[src/rtl/freq_meter.sv]
// Gated frequency meter: counts synchronized sig_in rising edges over a fixed
// window of GATE_CYCLES clk cycles and publishes each result with a valid pulse.
module freq_meter #(
    parameter int GATE_CYCLES = 50000,
    parameter int CNT_W       = 16
) (
    input  logic             clk,
    input  logic             rst,
    input  logic             sig_in,
    input  logic             enable,
    output logic [CNT_W-1:0] count_out,
    output logic             valid,
    output logic             overflow
);

    localparam int                GATE_W    = (GATE_CYCLES > 1) ? $clog2(GATE_CYCLES) : 1;
    localparam logic [GATE_W-1:0] GATE_LAST = GATE_W'(GATE_CYCLES - 1);
    localparam logic [CNT_W-1:0]  CNT_MAX   = '1;

    logic              s1, s2, s3;
    logic              rise;
    logic              tc;
    logic              at_max;
    logic [GATE_W-1:0] gate_cnt;
    logic [CNT_W-1:0]  edge_cnt;
    logic              sat;

    // Synchronizer plus edge-detect delay; runs regardless of enable.
    // NOTE: sequential state uses non-blocking assignments so every flop
    // samples the pre-edge value of its neighbour, as a real shift chain does.
    always_ff @(posedge clk or negedge rst) begin
        if (!rst) begin
            s1 <= 1'b0;
            s2 <= 1'b0;
            s3 <= 1'b0;
        end else begin
            s1 <= sig_in;
            s2 <= s1;
            s3 <= s2;
        end
    end

    assign rise   = s2 & ~s3;
    assign tc     = enable && (gate_cnt == GATE_LAST);
    assign at_max = (edge_cnt == CNT_MAX);

    // An edge seen on the tc cycle is folded into the closing window's result.
    always_ff @(posedge clk or negedge rst) begin
        if (!rst) begin
            gate_cnt  <= '0;
            edge_cnt  <= '0;
            sat       <= 1'b0;
            count_out <= '0;
            overflow  <= 1'b0;
            valid     <= 1'b0;
        end else if (!enable) begin
            gate_cnt <= '0;
            edge_cnt <= '0;
            sat      <= 1'b0;
            valid    <= 1'b0;
        end else begin
            valid <= tc;
            if (tc) begin
                gate_cnt  <= '0;
                edge_cnt  <= '0;
                sat       <= 1'b0;
                count_out <= at_max ? CNT_MAX : edge_cnt + CNT_W'(rise);
                overflow  <= sat | (at_max & rise);
            end else begin
                gate_cnt <= gate_cnt + 1'b1;
                if (rise) begin
                    if (at_max) begin
                        sat <= 1'b1;
                    end else begin
                        edge_cnt <= edge_cnt + 1'b1;
                    end
                end
            end
        end
    end

endmodule

[config.mk]
export PLATFORM = sky130hd
export DESIGN_NAME = freq_meter
export DESIGN_NICKNAME = d
export VERILOG_FILES = /design/src/rtl/freq_meter.sv
export SDC_FILE = /design/constraint.sdc
export NUM_CORES = 1
export LEC_CHECK = 0
export ABC_CLOCK_PERIOD_IN_PS = 4250
export BUFFER_PORTS_ARGS = -buffer_cell sky130_fd_sc_hd__buf_2
export CORE_MARGIN = 8
export CORE_UTILIZATION = 60
export CTS_CLUSTER_SIZE = 20
export DETAILED_ROUTE_END_ITERATION = 10
export PLACE_DENSITY = 0.87
export SYNTH_ARGS = -nofsm -noshare
export SYNTH_HDL_FRONTEND = slang
export SYNTH_SLANG_ARGS = --single-unit
[constraint.sdc]
create_clock -name clk -period 4.25 [get_ports clk]
set_input_delay 0.2125 -clock clk [delete_from_list [all_inputs] [get_ports clk]]
set_output_delay 0.2125 -clock clk [all_outputs]
set_load 0.005 [all_outputs]
==> results of run 1 <==
-- final cells by class --
cell class,count,area share [%]
timing repair buffer,25,4.55
inverter,6,0.744
sequential,54,44.7
clock inverter,2,0.538
clock buffer,6,2.73
tap,54,2.23
multi-input combinational,203,44.5
-- what timing repair did --
item,CTS,global route
buffers inserted,0,0
hold buffers,0,1
hold endpoints to repair,0,1
-- synthesized netlist by cell type (5+ instances only) --
| cell type | number |
|---|---|
| inv_1 | 6 |
| xnor2_1 | 12 |
| buf_2 | 10 |
| ha_1 | 5 |
| or4_1 | 11 |
| o21ai_0 | 9 |
| o31ai_1 | 8 |
| nor2_1 | 18 |
| nor3_1 | 6 |
| xor2_1 | 13 |
| nand3_1 | 12 |
| nand4_1 | 11 |
| dfrtp_1 | 54 |
| or3_1 | 10 |
| nor4_1 | 9 |
| nand2_1 | 11 |
| a21oi_1 | 29 |
| o22a_1 | 7 |
| a31oi_1 | 7 |
-- metal layers --
layer | global-route usage (%) | up-vias | part of all wire, %
li1 | - | 1057 | -
met1 | 22.8 | 1077 | 45
met2 | 28.6 | 59 | 48
met3 | 4.59 | 7 | 5.9
met4 | 4.21 | 0 | 0.97
met5 | 0 | - | 0
-- metrics by stage --
step | hold WS [ns] | instances | power, mW | setup WS, ns
2_1_floorplan | -0.0831 | 282 | 0.551 | 2.30
3_3_place_gp | 0.322 | 341 | 0.567 | 1.58
3_5_place_dp | 0.326 | 341 | 0.569 | 1.45
4_1_cts | 0.00611 | 349 | 0.872 | 1.43
5_1_grt | 0.0761 | 350 | 0.898 | 1.16
6_report | 0.00864 | 350 | 0.864 | 1.42
-- cell families after synthesis --
kind of cell,count (synthesis),synth area share (%)
compound gates,64,14.0
xor+xnor,25,7.73
fa+ha+maj,5,2.21
flops,54,47.7
buf+inv,25,4.77
mux,2,0.751
simple gates,107,22.8
-- worst paths after layout --
path | start | end | slack (ns) | depth (start not counted)
setup / recovery | gate_cnt[0]$_DFF_PN0_ | overflow$_DFFE_PN0P_ | 1.42 | 5
hold / removal | rst | gate_cnt[0]$_DFF_PN0_ | 0.009 | 2
setup reg to reg | gate_cnt[0]$_DFF_PN0_ | overflow$_DFFE_PN0P_ | 1.42 | 5
hold reg to reg | s1$_DFF_PN0_ | s2$_DFF_PN0_ | 0.37 | 0
max in group asynchronous | rst | edge_cnt[4]$_DFFE_PN0P_ | 3.80 | 2
min in group clk | enable | gate_cnt[2]$_DFF_PN0_ | 0.31 | 2
-- state kept, by name (all words and copies together) (netlist names) --
register   flops
count_out     16
valid          1
edge_cnt      16
s1             1
sat            1
gate_cnt      16
s3             1
overflow       1
s2             1
-- where the power goes --
part           switching (mW)  leakage (nW)  internal (mW)
Combinational          0.0261         0.518        0.00971
Clock                   0.170        0.0478          0.134
Sequential            0.00515         0.744          0.518
-- worst max-delay path, cell delays in order (launching register included) --
cell	delay (ns)
dfrtp_1	0.41
ha_1	0.22
nand4_1	0.35
nor4_4	0.71
and2_1	0.63
mux2_2	0.41
==> flow_metrics.tcl, run 1 <==
set metrics [dict create \
    worstSetupStartpointType "flip-flop" \
    global_route_wire_length_before_repair_um 10400 \
    worst_ir_drop_on_vdd_uv 149 \
    clock_sinks 54 \
    yosysWarningCount 0 \
    worst-path-max-fanout 17 \
    critPathRequiredTime_ns 4.46 \
    number_of_global_route_vias_before_repair 2203 \
    mappedNetlistArea_sq_mm 0.00283 \
    power_per_cell_area_mw_per_mm2 286 \
    cts_inserted_buffers 5 \
    dieHeight_um 84.7 \
    max_buffers_root_to_sink 2 \
    placeableCoreArea_sq_mm 0.00463 \
    post_drt_via_cell_ratio 6.29 \
    holdCritPathClass "input pin to async pin" \
    mostFrequentLayoutCell "dfrtp_1" \
    ys_seq_area_share_pct 47.7 \
    synthFlopType "dfrtp_1" \
    area_growth_pct 6.75 \
    remaining_global_route_overflow 0 \
    antenna_found_initial 0 \
    dpl.hpwl_um 4160 \
    grt_setup_unrepaired "no" \
    timing.max_slew.rel_slack_pct 56.2 \
    fin_worst_skew_ns 0.0140 \
    async_flop_share_pct 100 \
    post-route-drc-count 0 \
    num_ports 22 \
    area.sequential_sq_mm 0.00135 \
    synthCells 282 \
    filler_cell_count 368 \
    final_min_period_over_clock_period_pct 66.6 \
    cts.repair.resized 0 \
    clk_latency_ns 0.31 \
    core_rows 25 \
    final_max_slew_viol_count 0 \
    drt_first_pass_iters 4 \
    yosys_cell_types 42 \
    run_status "complete, no violations" \
    grt.total_usage_pct 17.6 \
    worst_setup_end_kind "flip-flop" \
    finalHoldViolations 0 \
    fmax_mhz 353 \
    postPlaceCellArea_sq_mm 0.00292 \
    tightest_slew_ns 0.656 \
    yosys_register_bits 54 \
    fp.dieArea_sq_mm 0.00718 \
    maximum_number_of_pins_on_one_net_before_global_route_repair 55 \
    cts_tree "done" \
    initial_utilization_pct 61.2 \
    die_w_um 84.7 \
    yosys-top-cells-area "dfrtp_1 48%, a21oi_1 5.1%, xor2_1 4.0%, xnor2_1 3.7%, or4_1 2.9%" \
    routed-via-count 2200 \
    total_area_of_multi_input_combinational_cells_sq_mm 0.00135 \
    layout-drive-gt1-share_pct 13.9 \
    synth_largest_area_cell "dfrtp_1" \
    synth_enable_flop_cells 0 \
    finish.instance_area_sq_mm 0.00303 \
    antenna_cells_inserted 0 \
    critPathKind "flip-flop to flip-flop" \
    postSynthNetCount 291 \
    place.gp.congestion 0.850 \
    synth_area_per_inst_sq_um 10.0 \
    cts_root_buffer "clkbuf_8" \
    number_of_nets_still_failing_antenna_checks_after_routing 0 \
    arrival_ns 3.04 \
    routedWlPerCell_um 16.8 \
    io_buffers 21 \
    leakage_nw 1.31 \
    cts_htree_levels 2 \
    max_cap_viols 0 \
    synth_top_cell_area_share_pct 47.7 \
    final.min_clock_period_ns 2.83 \
    utilization_pct 65.4 \
    final.setup.tns_ns 0 \
    finalWirelength_um 5870 \
    layout_common_cells "54 x dfrtp_1, 29 x a21oi_1, 21 x buf_2, 18 x nor2_1, 13 x xor2_1" \
    final_net_count 304 \
    clk_pin_slew_worst_setup_hold_paths_ns 0.11 \
    drt_iter0_drc 158 \
    timing.final.setup_violations 0 \
]
(Power assumes the default switching activity.)
==> inputs of run 2 (changes only) <==
Settings changed: ABC_AREA set to 1, ABC_CLOCK_PERIOD_IN_PS 4250 to 2440, CORE_UTILIZATION 60 to 54, PLACE_DENSITY 0.87 to 0.83.
Clock period 4.25 ns to 2.44 ns, I/O delays scaled along.
==> run 2 against run 1 <==
Effect of this change:
- first-iteration DRC count rose by 37%
- critical path depth up 6
- non-clock buffer count rose by 2
- final area rose by 9.5%
- register-to-register slack got worse by 0.97 ns
- power increased by 84%
- worst setup slack worse by 0.97 ns
- clock skew is 0.0043 ns lower
- synthesized cell count rose by 46%
- sequential power up 74%
- global-route usage down 1.5 points
==> flow_metrics.tcl, run 2 <==
set metrics [dict create \
    run_status "complete, no violations" \
    total_power_mw 1.59 \
    drt_first_pass_iters 4 \
    number_of_cells_on_the_worst_reg_to_reg_path 11 \
    synth_top_cell_area_share_pct 45.1 \
    number_of_global_route_vias_before_repair 2487 \
    worstReg2RegEnd "edge_cnt[3]$_DFFE_PN0P_" \
    cts_inserted_buffers 5 \
    synthCells 411 \
    mostFrequentLayoutCell "nand2_1" \
    yosysMostFrequentCell "nand2_1" \
    final.min_clock_period_ns 1.99 \
    final_max_slew_viol_count 0 \
    ys_seq_area_share_pct 45.1 \
    r2r-start "edge_cnt[1]$_DFFE_PN0P_" \
    power_per_cell_area_mw_per_mm2 480 \
    clk_pin_slew_worst_setup_hold_paths_ns 0.11 \
    maximum_number_of_pins_on_one_net_before_global_route_repair 32 \
    tightest_slew_ns 0.532 \
    worst-path-max-fanout 14 \
    max_cap_viols 0 \
    globalRouteMet3Util_pct 3.82 \
    grt_setup_unrepaired "no" \
    layout_common_cells "139 x nand2_1, 56 x nor2_1, 54 x dfrtp_1, 45 x inv_1, 36 x nand3_1" \
    layout-drive-gt1-share_pct 10.3 \
    filler_cell_count 479 \
    dieHeight_um 90.5 \
    drt_iter0_drc 217 \
    worst_setup_end_kind "flip-flop" \
    post_drt_via_cell_ratio 5.05 \
    final.hold.worst_slack_ns 0.195 \
    routed-via-count 2573 \
    die_w_um 90.5 \
    synth_enable_flop_cells 0 \
    number_of_nets_still_failing_antenna_checks_after_routing 0 \
    critical_path.slowest_cell "dfrtp_1" \
    cts_tree "done" \
    num_ports 22 \
    timing.critical_path.cells "ha_1 > inv_1 > nor2_2 > nand2_4 > inv_2 > nand2_1 > nand2_1 > nor2_2 > buf_4 > nand2_1 > nand2_1" \
    cts_htree_levels 2 \
    grt-busiest-layer "met2" \
    final_net_count 446 \
    critPathRequiredTime_ns 2.65 \
    crit_buf_inv 3 \
    routedWlPerCell_um 12.4 \
    arrival_ns 2.20 \
    post-route-worst-setup-slack_ns 0.446 \
    synth_largest_area_cell "dfrtp_1" \
    reg2reg_setup_slack_ns 0.45 \
    crit_family "simple AND/OR/NAND/NOR gates" \
    setup_fix_bufs_post_cts 0 \
    placeableCoreArea_sq_mm 0.00544 \
    place.gp.congestion 0.910 \
    final_min_period_over_clock_period_pct 81.7 \
    cts.repair.resized 0 \
    area_growth_pct 10.6 \
    dpl.hpwl_um 4780 \
    hold_path_startpoint "enable" \
    worstSetupStartpointType "flip-flop" \
    fp.dieArea_sq_mm 0.00819 \
    yosys_register_bits 54 \
    yosysWarningCount 0 \
    io_buffers 21 \
    worst_ir_drop_on_vdd_uv 285 \
    yosys_cell_types 25 \
    global_route.usage.met2_pct 27.0 \
    post_placement_cell_count 500 \
    whs_path_depth 3 \
    holdCritPathClass "input pin to flip-flop" \
    max_buffers_root_to_sink 2 \
    yosys-top-cells-count "139 x nand2_1, 56 x nor2_1, 54 x dfrtp_1, 45 x inv_1, 36 x nand3_1" \
    mappedNetlistArea_sq_mm 0.00300 \
    post-route-drc-count 0 \
    leakage_nw 1.80 \
    clk_latency_ns 0.31 \
    cts_root_buffer "clkbuf_8" \
    critPathKind "flip-flop to flip-flop" \
    yosys-top-cells-area "dfrtp_1 45%, nand2_1 17%, nor2_1 7.0%, nand3_1 6.0%, inv_1 5.6%" \
    antenna_found_initial 0 \
    core_rows 27 \
    initial_utilization_pct 55.1 \
    largest_registers "count_out (16), edge_cnt (16), gate_cnt (16)" \
    groute.layer.met1.usage_pct 19.7 \
    grt.total_usage_pct 16.2 \
    final.setup.tns_ns 0 \
    critPathMostFrequentCell "nand2_1" \
    critical_path.max_stage_delay_ns 0.45 \
    async_flop_share_pct 100 \
    postSynthNetCount 420 \
    finalWirelength_um 6310 \
    timing.hold.worst_endpoint "gate_cnt[13]$_DFF_PN0_" \
    finalHoldViolations 0 \
    place_worst_setup_slack_ns 0.464 \
    fmax_mhz 501 \
    timing.final.setup_violations 0 \
    fin_worst_skew_ns 0.00975 \
    synthFlopType "dfrtp_1" \
    remaining_global_route_overflow 0 \
    antenna_cells_inserted 0 \
    global_route_wire_length_before_repair_um 11100 \
    synth_area_per_inst_sq_um 7.29 \
    clock_sinks 54 \
    timing.max_slew.rel_slack_pct 64.6 \
    number_of_standard_cells_in_the_final_layout_excluding_fillers 510 \
]
## run 2: power by group
part	total, mW	internal (mW)	switching, mW
sequential	0.909	0.902	0.00627
combinational	0.0637	0.0183	0.0454
clock	0.618	0.313	0.305
total	1.59	1.23	0.356
## run 2: cell families after synthesis
kind of cell / synth area share, %
AND/OR/NAND/NOR: 37.0
flip-flops: 45.1
buffers and inverters: 7.31
AO/OA/AOI/OAI: 4.38
XOR/XNOR: 4.09
adder cells (fa/ha/maj): 2.09
## run 2: worst reg2reg max path: cells and delay by family (launching register included)
kind | cells | cell delay, ns
flip-flops | 1 | 0.45
adder cells (fa/ha/maj) | 1 | 0.18
buffers and inverters | 3 | 0.33
AND/OR/NAND/NOR | 7 | 0.93
## run 2: stage by stage
| stage | instance area [sq um] | util (%) |
|---|---|---|
| floorplan | 3000 | - |
| global placement | 3180 | 58.4 |
| detailed placement | 3180 | 58.4 |
| CTS | 3310 | 60.9 |
| global route | 3310 | 60.9 |
| finish | 3310 | 60.9 |
## run 2: what timing repair did
| item | 4_1_cts | 5_1_grt |
|---|---|---|
| hold buffers | 2 | 0 |
| hold endpoints to repair | 24 | 0 |
| setup endpoints to repair | 0 | 0 |
## run 2: area by class of cell
type / count / area (sq um) / area share [%]
flip-flops and latches: 54 / 1350 / 40.8
multi-input cells: 303 / 1430 / 43.1
well taps: 72 / 90.1 / 2.72
inverters: 46 / 173 / 5.21
repair buffers: 27 / 155 / 4.68
clock buffers: 5 / 68.8 / 2.08
clock inverters: 3 / 48.8 / 1.47
## run 2: how the worst max path moves through the flow
stage                                       start  cells after the start  slack, ns                         to
after floorplan                      s3$_DFF_PN0_                     10       0.73  count_out[14]$_DFFE_PN0P_
after global placement    edge_cnt[1]$_DFFE_PN0P_                     11       0.51    edge_cnt[2]$_DFFE_PN0P_
after detailed placement             s2$_DFF_PN0_                     12       0.46  count_out[14]$_DFFE_PN0P_
after CTS                            s2$_DFF_PN0_                     12       0.44  count_out[14]$_DFFE_PN0P_
after global routing                 s2$_DFF_PN0_                     12       0.27  count_out[14]$_DFFE_PN0P_
final                     edge_cnt[1]$_DFFE_PN0P_                     11       0.45    edge_cnt[3]$_DFFE_PN0P_
## run 2: metal layers
| layer | up-vias | wire length, um |
|---|---|---|
| li1 | 1330 | - |
| met1 | 1187 | 2890 |
| met2 | 49 | 3060 |
| met3 | 7 | 267 |
| met4 | 0 | 91 |
| met5 | - | 0 |
==> inputs of run 3 (changes only) <==
Settings changed: ABC_CLOCK_PERIOD_IN_PS 2440 to 1700.
Clock period 2.44 ns to 1.7 ns, I/O delays scaled along.
==> run 3 against run 2 <==
Effect of this change:
- global-route usage increased by 1.1 points
- hold slack got worse by 0.082 ns
- combinational power increased by 110%
- final area increased by 9.1%
- sequential share of layout area decreased by 3.4 points
- count of clock-buffer cells in the layout unchanged
- via count increased by 7.6%
- routed wire length increased by 14%
- register-to-register slack got worse by 0.40 ns
- highest routed layer unchanged
- die area unchanged
- sequential power increased by 43%
==> flow_metrics.tcl, run 3 (synthesis gave the netlist of run 2 again) <==
set metrics [dict create \
    holdCritPathClass "input pin to flip-flop" \
    leakage_nw 1.93 \
    fmax_mhz 605 \
    critical_path.max_stage_delay_ns 0.39 \
    final_net_count 474 \
    maximum_number_of_pins_on_one_net_before_global_route_repair 24 \
    post-route-drc-count 0 \
    final.min_clock_period_ns 1.65 \
    timing.critical_path.cells "ha_1 > nand2_1 > inv_1 > nand2_1 > nor2_2 > nand2_1 > nand2_4 > buf_8 > nor2_4 > nand2_1 > nand2_1" \
    number_of_nets_still_failing_antenna_checks_after_routing 0 \
    run_status "complete, no violations" \
    drt_iter0_drc 141 \
    layout_common_cells "138 x nand2_1, 54 x dfrtp_1, 50 x nor2_1, 43 x inv_1, 34 x nand3_1" \
    timing.final.setup_violations 0 \
    dpl.hpwl_um 5040 \
    max_buffers_root_to_sink 2 \
    critPathMostFrequentCell "nand2_1" \
    worst_setup_end_kind "flip-flop" \
    grt_setup_unrepaired "yes" \
    total_power_mw 2.20 \
    tightest_slew_ns 0.503 \
    power_per_cell_area_mw_per_mm2 610 \
    fp.dieArea_sq_mm 0.00819 \
    cts_tree "done" \
    die_w_um 90.5 \
    dieHeight_um 90.5 \
    remaining_global_route_overflow 0 \
    finalWirelength_um 7170 \
    routedWlPerCell_um 13.3 \
    cts_inserted_buffers 5 \
    fin_worst_skew_ns 0.0137 \
    global_route_wire_length_before_repair_um 12000 \
    io_buffers 21 \
    core_rows 27 \
    grt.total_usage_pct 17.3 \
    clk_pin_slew_worst_setup_hold_paths_ns 0.11 \
    timing.max_slew.rel_slack_pct 66.4 \
    critPathKind "flip-flop to flip-flop" \
    number_of_global_route_vias_before_repair 2711 \
    area_growth_pct 20.7 \
    mostFrequentLayoutCell "nand2_1" \
    place.gp.congestion 0.929 \
    worst_ir_drop_on_vdd_uv 433 \
    drt_first_pass_iters 4 \
    critical_path.slowest_cell "dfrtp_1" \
    postPlaceCellArea_sq_mm 0.00336 \
    final.hold.worst_slack_ns 0.113 \
    finalHoldViolations 0 \
    cts_root_buffer "clkbuf_8" \
    initial_utilization_pct 55.1 \
    worstSetupStartpointType "flip-flop" \
    post_drt_via_cell_ratio 5.15 \
    antenna_cells_inserted 0 \
    clk_latency_ns 0.32 \
    routed-via-count 2769 \
    max_cap_viols 0 \
    cts_htree_levels 2 \
    filler_cell_count 427 \
    critPathRequiredTime_ns 1.96 \
    largest_registers "count_out (16), edge_cnt (16), gate_cnt (16)" \
    final_max_slew_viol_count 0 \
    antenna_found_initial 0 \
    final_min_period_over_clock_period_pct 97.2 \
    num_ports 22 \
    clock_sinks 54 \
    layout-drive-gt1-share_pct 18.7 \
    finish.instance_area_sq_mm 0.00362 \
    placeableCoreArea_sq_mm 0.00544 \
    arrival_ns 1.92 \
    worst-path-max-fanout 7 \
]
## run 3: cell type report
cell class                 instances  area (sq um)  share of cell area [%]
clock buffer                       5          68.8                    1.90
multi-input combinational        304          1530                    42.2
timing repair buffer              54           378                    10.4
sequential                        54          1350                    37.4
clock inverter                     3          28.8                   0.796
tap                               72          90.1                    2.49
inverter                          46           173                    4.78
## run 3: report_power, final
part	internal, mW	switching, mW
combinational	0.0481	0.0836
clock	0.309	0.462
sequential	1.30	0.00701
## run 3: per-layer routing
layer	wire length [um]	global-route usage, %	up-vias	part of all wire, %
met1	3140	21.0	1310	44
met5	0	0	-	0
met4	96	5.69	0	1.3
li1	-	-	1388	-
met3	343	3.16	9	4.8
met2	3580	30.0	62	50
## run 3: worst max-delay path, delay by kind of cell (launching register included)
family | cells | cell delay [ns]
buffers and inverters | 2 | 0.21
AND/OR/NAND/NOR | 8 | 0.77
flip-flops | 1 | 0.39
adder cells (fa/ha/maj) | 1 | 0.21
## run 3: metrics by stage
step / worst slack (ns) / cells / utilization [%] / setup TNS [ns]
floorplan: 0.0617 / 411 / - / 0
global placement: -0.0287 / 524 / 61.7 / -0.0295
detailed placement: -0.0977 / 524 / 61.7 / -0.727
CTS: -0.0341 / 534 / 64.2 / -0.0341
global route: -0.0445 / 538 / 66.5 / -0.446
finish: 0.0472 / 538 / 66.5 / 0
## run 3: path summary, 6_finish.rpt
check / slack [ns] / cells after the start / start / endpoint
hold / removal: 0.11 / 3 / enable / gate_cnt[10]$_DFF_PN0_
hold reg to reg: 0.37 / 0 / s1$_DFF_PN0_ / s2$_DFF_PN0_
setup / recovery: 0.05 / 11 / gate_cnt[0]$_DFF_PN0_ / edge_cnt[5]$_DFFE_PN0P_
min in group asynchronous: 0.26 / 2 / rst / count_out[15]$_DFFE_PN0P_
setup reg to reg: 0.05 / 11 / gate_cnt[0]$_DFF_PN0_ / edge_cnt[5]$_DFFE_PN0P_
max in group asynchronous: 0.81 / 3 / rst / count_out[9]$_DFFE_PN0P_
## run 3: what timing repair did
item,4_1_cts,5_1_grt
hold endpoints to repair,22,0
pin swaps,1,4
cloned,0,1
resized for setup,7,19
endpoints found under the setup margin,19,27
hold buffers,2,0
setup buffers,0,3
